### src/rtl/zeroheti_apb_arb.sv
// Two-manager to one-subordinate APB arbiter with round-robin grant.
// Optional subordinate wait-state timeout enabled by defining APB_ARB_TIMEOUT_EN.
module zeroheti_apb_arb #(
  parameter int unsigned AddrWidth     = 32,
  parameter int unsigned DataWidth     = 32,
  parameter int unsigned TimeoutCycles = 255
) (
  input  logic                      clk_i,
  input  logic                      rst_ni,
  input  logic [1:0]                mgr_psel_i,
  input  logic [1:0]                mgr_penable_i,
  input  logic [1:0]                mgr_pwrite_i,
  input  logic [1:0][AddrWidth-1:0] mgr_paddr_i,
  input  logic [1:0][DataWidth-1:0] mgr_pwdata_i,
  output logic [1:0][DataWidth-1:0] mgr_prdata_o,
  output logic [1:0]                mgr_pready_o,
  output logic [1:0]                mgr_pslverr_o,
  output logic                      sub_psel_o,
  output logic                      sub_penable_o,
  output logic                      sub_pwrite_o,
  output logic [AddrWidth-1:0]      sub_paddr_o,
  output logic [DataWidth-1:0]      sub_pwdata_o,
  input  logic [DataWidth-1:0]      sub_prdata_i,
  input  logic                      sub_pready_i,
  input  logic                      sub_pslverr_i,
  output logic                      timeout_o,
  output logic [1:0]                state_o
);

  typedef enum logic [1:0] {
    IDLE   = 2'd0,
    SETUP  = 2'd1,
    ACCESS = 2'd2
  } state_e;

  state_e state_q, state_d;
  logic   gnt_q, gnt_d;
  logic   last_q, last_d;
  logic   timeout_hit;

  // Managers are held in their access phase by pready alone, so penable
  // carries no information the arbiter needs.
  logic [1:0] unused_penable;
  assign unused_penable = mgr_penable_i;

  assign state_o = state_q;

  always_ff @(posedge clk_i or negedge rst_ni) begin
    if (!rst_ni) begin
      state_q <= IDLE;
      gnt_q   <= 1'b0;
      last_q  <= 1'b1;
    end else begin
      state_q <= state_d;
      gnt_q   <= gnt_d;
      last_q  <= last_d;
    end
  end

  always_comb begin
    state_d       = state_q;
    gnt_d         = gnt_q;
    last_d        = last_q;
    sub_psel_o    = 1'b0;
    sub_penable_o = 1'b0;
    sub_pwrite_o  = 1'b0;
    sub_paddr_o   = '0;
    sub_pwdata_o  = '0;
    mgr_prdata_o  = '0;
    mgr_pready_o  = '0;
    mgr_pslverr_o = '0;
    timeout_o     = 1'b0;

    if (state_q != IDLE) begin
      sub_psel_o   = 1'b1;
      sub_pwrite_o = mgr_pwrite_i[gnt_q];
      sub_paddr_o  = mgr_paddr_i[gnt_q];
      sub_pwdata_o = mgr_pwdata_i[gnt_q];
    end

    case (state_q)
      IDLE: begin
        if (|mgr_psel_i) begin
          state_d = SETUP;
          // On a tie the manager that did not win last time gets the bus.
          gnt_d   = (&mgr_psel_i) ? ~last_q : mgr_psel_i[1];
        end
      end
      SETUP: begin
        state_d = ACCESS;
      end
      ACCESS: begin
        sub_penable_o = 1'b1;
        if (sub_pready_i || timeout_hit) begin
          state_d   = IDLE;
          last_d    = gnt_q;
          timeout_o = timeout_hit;
          // A manager that abandoned its request gets no response.
          if (mgr_psel_i[gnt_q]) begin
            mgr_pready_o[gnt_q]  = 1'b1;
            mgr_pslverr_o[gnt_q] = sub_pready_i ? sub_pslverr_i : 1'b1;
            mgr_prdata_o[gnt_q]  = sub_pready_i ? sub_prdata_i : '0;
          end
        end
      end
      default: begin
        state_d = IDLE;
      end
    endcase
  end

`ifdef APB_ARB_TIMEOUT_EN
  localparam logic [15:0] TimeoutLast = 16'(TimeoutCycles - 1);

  logic [15:0] cnt_q, cnt_d;

  always_comb begin
    cnt_d = cnt_q;
    if (state_q == SETUP) begin
      cnt_d = '0;
    end else if (state_q == ACCESS && !sub_pready_i) begin
      cnt_d = cnt_q + 16'd1;
    end
  end

  always_ff @(posedge clk_i or negedge rst_ni) begin
    if (!rst_ni) begin
      cnt_q <= '0;
    end else begin
      cnt_q <= cnt_d;
    end
  end

  // Fires on the wait cycle that brings the count up to TimeoutCycles.
  assign timeout_hit = (state_q == ACCESS) && !sub_pready_i && (cnt_q == TimeoutLast);
`else
  logic [31:0] unused_timeout_cfg;
  assign unused_timeout_cfg = 32'(TimeoutCycles);
  assign timeout_hit        = 1'b0;
`endif

endmodule

### config.mk
export PLATFORM = sky130hd
export DESIGN_NAME = zeroheti_apb_arb
export DESIGN_NICKNAME = d
export VERILOG_FILES = /design/src/rtl/zeroheti_apb_arb.sv
export SDC_FILE = /design/constraint.sdc
export NUM_CORES = 1
export LEC_CHECK = 0
export CELL_PAD_IN_SITES_DETAIL_PLACEMENT = 0
export CELL_PAD_IN_SITES_GLOBAL_PLACEMENT = 2
export CORE_UTILIZATION = 10
export DETAILED_ROUTE_END_ITERATION = 8
export HOLD_SLACK_MARGIN = 0.08
export PLACE_DENSITY = 0.95
export SYNTH_ARGS = -nofsm -noshare
export SYNTH_HDL_FRONTEND = slang
export SYNTH_SLANG_ARGS = --single-unit
### constraint.sdc
create_clock -name clk_i -period 1.34 [get_ports clk_i]
set_input_delay 0.134 -clock clk_i [delete_from_list [all_inputs] [get_ports clk_i]]
set_output_delay 0.134 -clock clk_i [all_outputs]
set_load 0.05 [all_outputs]
==> impl_metrics.prom <==
# TYPE chip_impl_metric gauge
chip_impl_info{name="outcome",value="finished, violations left"} 1
chip_impl_info{name="violated_checks",value="negative setup slack"} 1
chip_impl_metric{name="mappedNetlistArea",unit="µm²"} 1770
chip_impl_metric{name="final-hold-violation-count",unit=""} 0
chip_impl_metric{name="clk_path_buf_depth",unit=""} 2
chip_impl_metric{name="io_pins",unit=""} 308
chip_impl_metric{name="period_share",unit="%"} 129
chip_impl_metric{name="met2_wirelength_from_detailed_routing",unit="mm"} 7.54
chip_impl_metric{name="synth_enable_flop_cells",unit=""} 0
chip_impl_metric{name="num-nets-final",unit=""} 777
chip_impl_metric{name="sw_frac_of_total",unit="%"} 54.1
chip_impl_metric{name="rows",unit=""} 48
chip_impl_metric{name="core_region_area",unit="µm²"} 17300
chip_impl_info{name="unrepaired_setup_endpoints_after_global_routing",value="yes"} 1
chip_impl_metric{name="layout-area-overhead-vs-synth",unit="%"} 347
chip_impl_metric{name="worst-endpoint-arrival",unit="ns"} 1.60
chip_impl_info{name="setup.worst_path.start_class",value="flip-flop"} 1
chip_impl_metric{name="cts_buffers",unit=""} 3
chip_impl_metric{name="ir_worst_vdd",unit="mV"} 1.21
chip_impl_metric{name="globalplace.congestion",unit=""} 0.846
chip_impl_metric{name="routed-wl-met3",unit="µm"} 773
chip_impl_metric{name="post_synth_inst_count",unit=""} 279
chip_impl_metric{name="synth-async-reset-ratio",unit="%"} 100
chip_impl_metric{name="via_count",unit=""} 3244
chip_impl_metric{name="timing.critical_path.required",unit="ns"} 1.21
chip_impl_metric{name="die_width",unit="µm"} 135
chip_impl_metric{name="power.share.combinational",unit="%"} 95.0
chip_impl_metric{name="cts.reportedPaths.clkPinSlew",unit="ns"} 0.03
chip_impl_metric{name="detail_route.vias_per_cell",unit=""} 3.90
chip_impl_metric{name="layout_fillers",unit=""} 1490
chip_impl_metric{name="yosysWarningCount",unit=""} 0
chip_impl_metric{name="antenna_found_initial",unit=""} 0
chip_impl_metric{name="syn_nets",unit=""} 449
chip_impl_metric{name="insertion_delay",unit="ns"} 0.23
chip_impl_info{name="synth.area.top_cells",value="sky130_fd_sc_hd__mux2i_1, sky130_fd_sc_hd__nor2_1, sky130_fd_sc_hd__nand2b_1, sky130_fd_sc_hd__dfrtp_1, sky130_fd_sc_hd__buf_2"} 1
chip_impl_metric{name="max_cap_violation_count",unit=""} 0
chip_impl_info{name="setup.worst_path.class",value="reg2out"} 1
chip_impl_metric{name="synth_sequential_area_ratio",unit="%"} 5.72
chip_impl_metric{name="global_route.usage.total",unit="%"} 13.1
chip_impl_metric{name="worst-path-max-fanout",unit=""} 35
chip_impl_metric{name="io_buffer_count",unit=""} 304
chip_impl_metric{name="finalPower",unit="mW"} 16.4
chip_impl_info{name="leading_cell_type_in_the_layout_fill_and_taps_excluded",value="sky130_fd_sc_hd__clkdlybuf4s50_1"} 1
chip_impl_metric{name="drt_first_iter_violations",unit=""} 49
chip_impl_metric{name="total_leakage_power",unit="nW"} 2.94
chip_impl_metric{name="post_synth_num_cell_types",unit=""} 23
chip_impl_metric{name="drt.antenna.violating_nets",unit=""} 0
chip_impl_metric{name="fraction_of_post_synthesis_cell_area_in_the_top_cell_type_by_area",unit="%"} 36.7
chip_impl_metric{name="design_area",unit="µm²"} 7930
chip_impl_info{name="synth_flop_cell",value="sky130_fd_sc_hd__dfrtp_1"} 1
chip_impl_metric{name="first_pass_grt_wire_length",unit="mm"} 18.4
chip_impl_metric{name="fmax",unit="MHz"} 577
chip_impl_metric{name="m1WireLength",unit="mm"} 4.09
chip_impl_metric{name="global_route.overflow_total",unit=""} 0
chip_impl_metric{name="pwr_density_cell",unit="nW/µm²"} 2070
chip_impl_metric{name="diodes",unit=""} 0
chip_impl_metric{name="route.detailed.wl_per_inst",unit="µm"} 15.1
chip_impl_metric{name="htreeDepth",unit=""} 1
chip_impl_metric{name="total_clock_sinks",unit=""} 4
chip_impl_metric{name="finalWorstPathRequiredPeriod",unit="ns"} 1.73
chip_impl_metric{name="finClkSkew",unit="ns"} 0.00441
chip_impl_metric{name="first_global_vias",unit=""} 3448
chip_impl_metric{name="p_clk_share",unit="%"} 3.0
chip_impl_metric{name="final_max_slew_viol_count",unit=""} 0
chip_impl_metric{name="synth.ff_latch_count",unit=""} 4
chip_impl_info{name="tritoncts",value="done"} 1
chip_impl_metric{name="p_int",unit="mW"} 7.52
chip_impl_metric{name="placement.cell_area",unit="µm²"} 7020
chip_impl_metric{name="grt_start_max_net_pins",unit=""} 40
chip_impl_metric{name="report.final.setup_viol",unit=""} 136
chip_impl_metric{name="timing.final.ws_setup",unit="ns"} -0.394
chip_impl_info{name="min-delay-path-class",value="in2async"} 1
chip_impl_metric{name="detailed_route_drc_error_count",unit=""} 0
chip_impl_metric{name="post_route_cells_drive_above_1_share",unit="%"} 64.7
chip_impl_info{name="routed.top_layer",value="met4"} 1
chip_impl_metric{name="initial_core_util",unit="%"} 10.3
chip_impl_metric{name="seq_power_share",unit="%"} 2.0
chip_impl_metric{name="power_switching",unit="mW"} 8.87
chip_impl_info{name="synth_largest_area_cell",value="sky130_fd_sc_hd__mux2i_1"} 1
chip_impl_metric{name="drt_wl_total",unit="mm"} 12.5
chip_impl_info{name="cts_root_buffer",value="sky130_fd_sc_hd__clkbuf_16"} 1
chip_impl_metric{name="die_area",unit="µm²"} 18300
chip_impl_metric{name="detailedPlacementHpwl",unit="mm"} 10.0
chip_impl_info{name="timing.critical_path.to_type",value="output port"} 1
chip_impl_info{name="most-common-layout-cells",value="sky130_fd_sc_hd__clkdlybuf4s50_1, sky130_fd_sc_hd__nor2_4, sky130_fd_sc_hd__buf_12"} 1
chip_impl_metric{name="syn-mean-instance-area",unit="µm²"} 6.35
chip_impl_metric{name="die_h",unit="µm"} 135
chip_impl_metric{name="drt_pre_antenna_iters",unit=""} 4
-- layer usage --
metal  global-route usage (%)  up-vias
li1                         -     1565
met1                     13.1     1512
met2                     27.1      159
met3                     2.10        8
met4                     3.56        0
met5                        0        -
-- synthesized netlist by cell type (all sizes together), types with 2 or more instances --
cell and count:
and3 3, buf 23, clkbuf 4, dfrtp 3, inv 2, mux2i 65
nand2b 32, nor2 134, or3b 2
-- layout make-up --
type                    instances  area (µm²)  share of cell area (%)
inverters                       2        15.0                   0.189
well taps                     225         282                    3.55
repair buffers                350        4530                    57.1
clock buffers                   4        78.8                   0.994
multi-input cells             246        2920                    36.8
flip-flops and latches          4         108                    1.36
-- worst paths after layout --
kind,cells after the start,endpoint,from,slack (ns)
worst max-delay path,4,sub_paddr_o[3],gnt_q,-0.39
worst max register to register,5,gnt_q,state_o[1],-0.13
min in group clk_i,1,last_q,last_q,0.63
worst min register to register,1,last_q,last_q,0.63
max in group asynchronous,1,last_q,rst_ni,0.97
worst min-delay path,1,gnt_q,rst_ni,0.12
-- stage by stage --
| stage | setup TNS (ns) | worst slack, ns | util [%] | hold WS, ns | std cells |
|---|---|---|---|---|---|
| floorplan | -17.43 | -0.180 | - | -0.162 | 279 |
| CTS | -43.70 | -0.400 | 44.8 | 0.125 | 827 |
| global route | -53.01 | -0.451 | 45.9 | 0.125 | 831 |
| finish | -45.88 | -0.394 | 45.9 | 0.119 | 831 |
| detailed placement | -20.68 | -0.281 | 40.6 | 0.366 | 811 |
| global placement | -18.22 | -0.255 | 40.6 | 0.357 | 811 |
-- critical path, stage by stage, from the launching register on --
cell	delay [ns]
sky130_fd_sc_hd__dfrtp_4	0.49
sky130_fd_sc_hd__buf_16	0.25
sky130_fd_sc_hd__mux2i_1	0.33
sky130_fd_sc_hd__nor2_4	0.06
sky130_fd_sc_hd__buf_4	0.19
-- state kept, by name, summed over array words and instances, names as in the netlist --
signal   flops
gnt_q        1
last_q       1
state_o      2
-- power by group through the flow --
stage | Combinational, mW | Clock (mW) | Sequential [mW]
final | 15.6 | 0.486 | 0.328
after global routing | 16.2 | 0.508 | 0.342
after CTS | 15.4 | 0.494 | 0.329
after detailed placement | 13.3 | 0 | 0.316
after global placement | 13.1 | 0 | 0.312
after floorplan | 9.18 | 0 | 0.336
-- timing repair --
| action | in CTS | in global routing |
|---|---|---|
| buffers inserted | 7 | 1 |
| pin swaps | 8 | 6 |
| resized for setup | 89 | 25 |
| cloned | 5 | 3 |
| setup endpoints to repair | 135 | 137 |
| hold buffers | 0 | 0 |
-- logic make-up (layout without fill, tap and decap cells) --
logic type	Yosys count	after routing	synth area share, %
AOI/OAI and AO/OA	3	3	1.20
buffers and inverters	29	356	10.4
DFF	4	4	5.72
muxes	66	66	37.3
other	1	1	0.212
and+or+nand+nor	176	176	45.2
(Power assumes the default switching activity.)
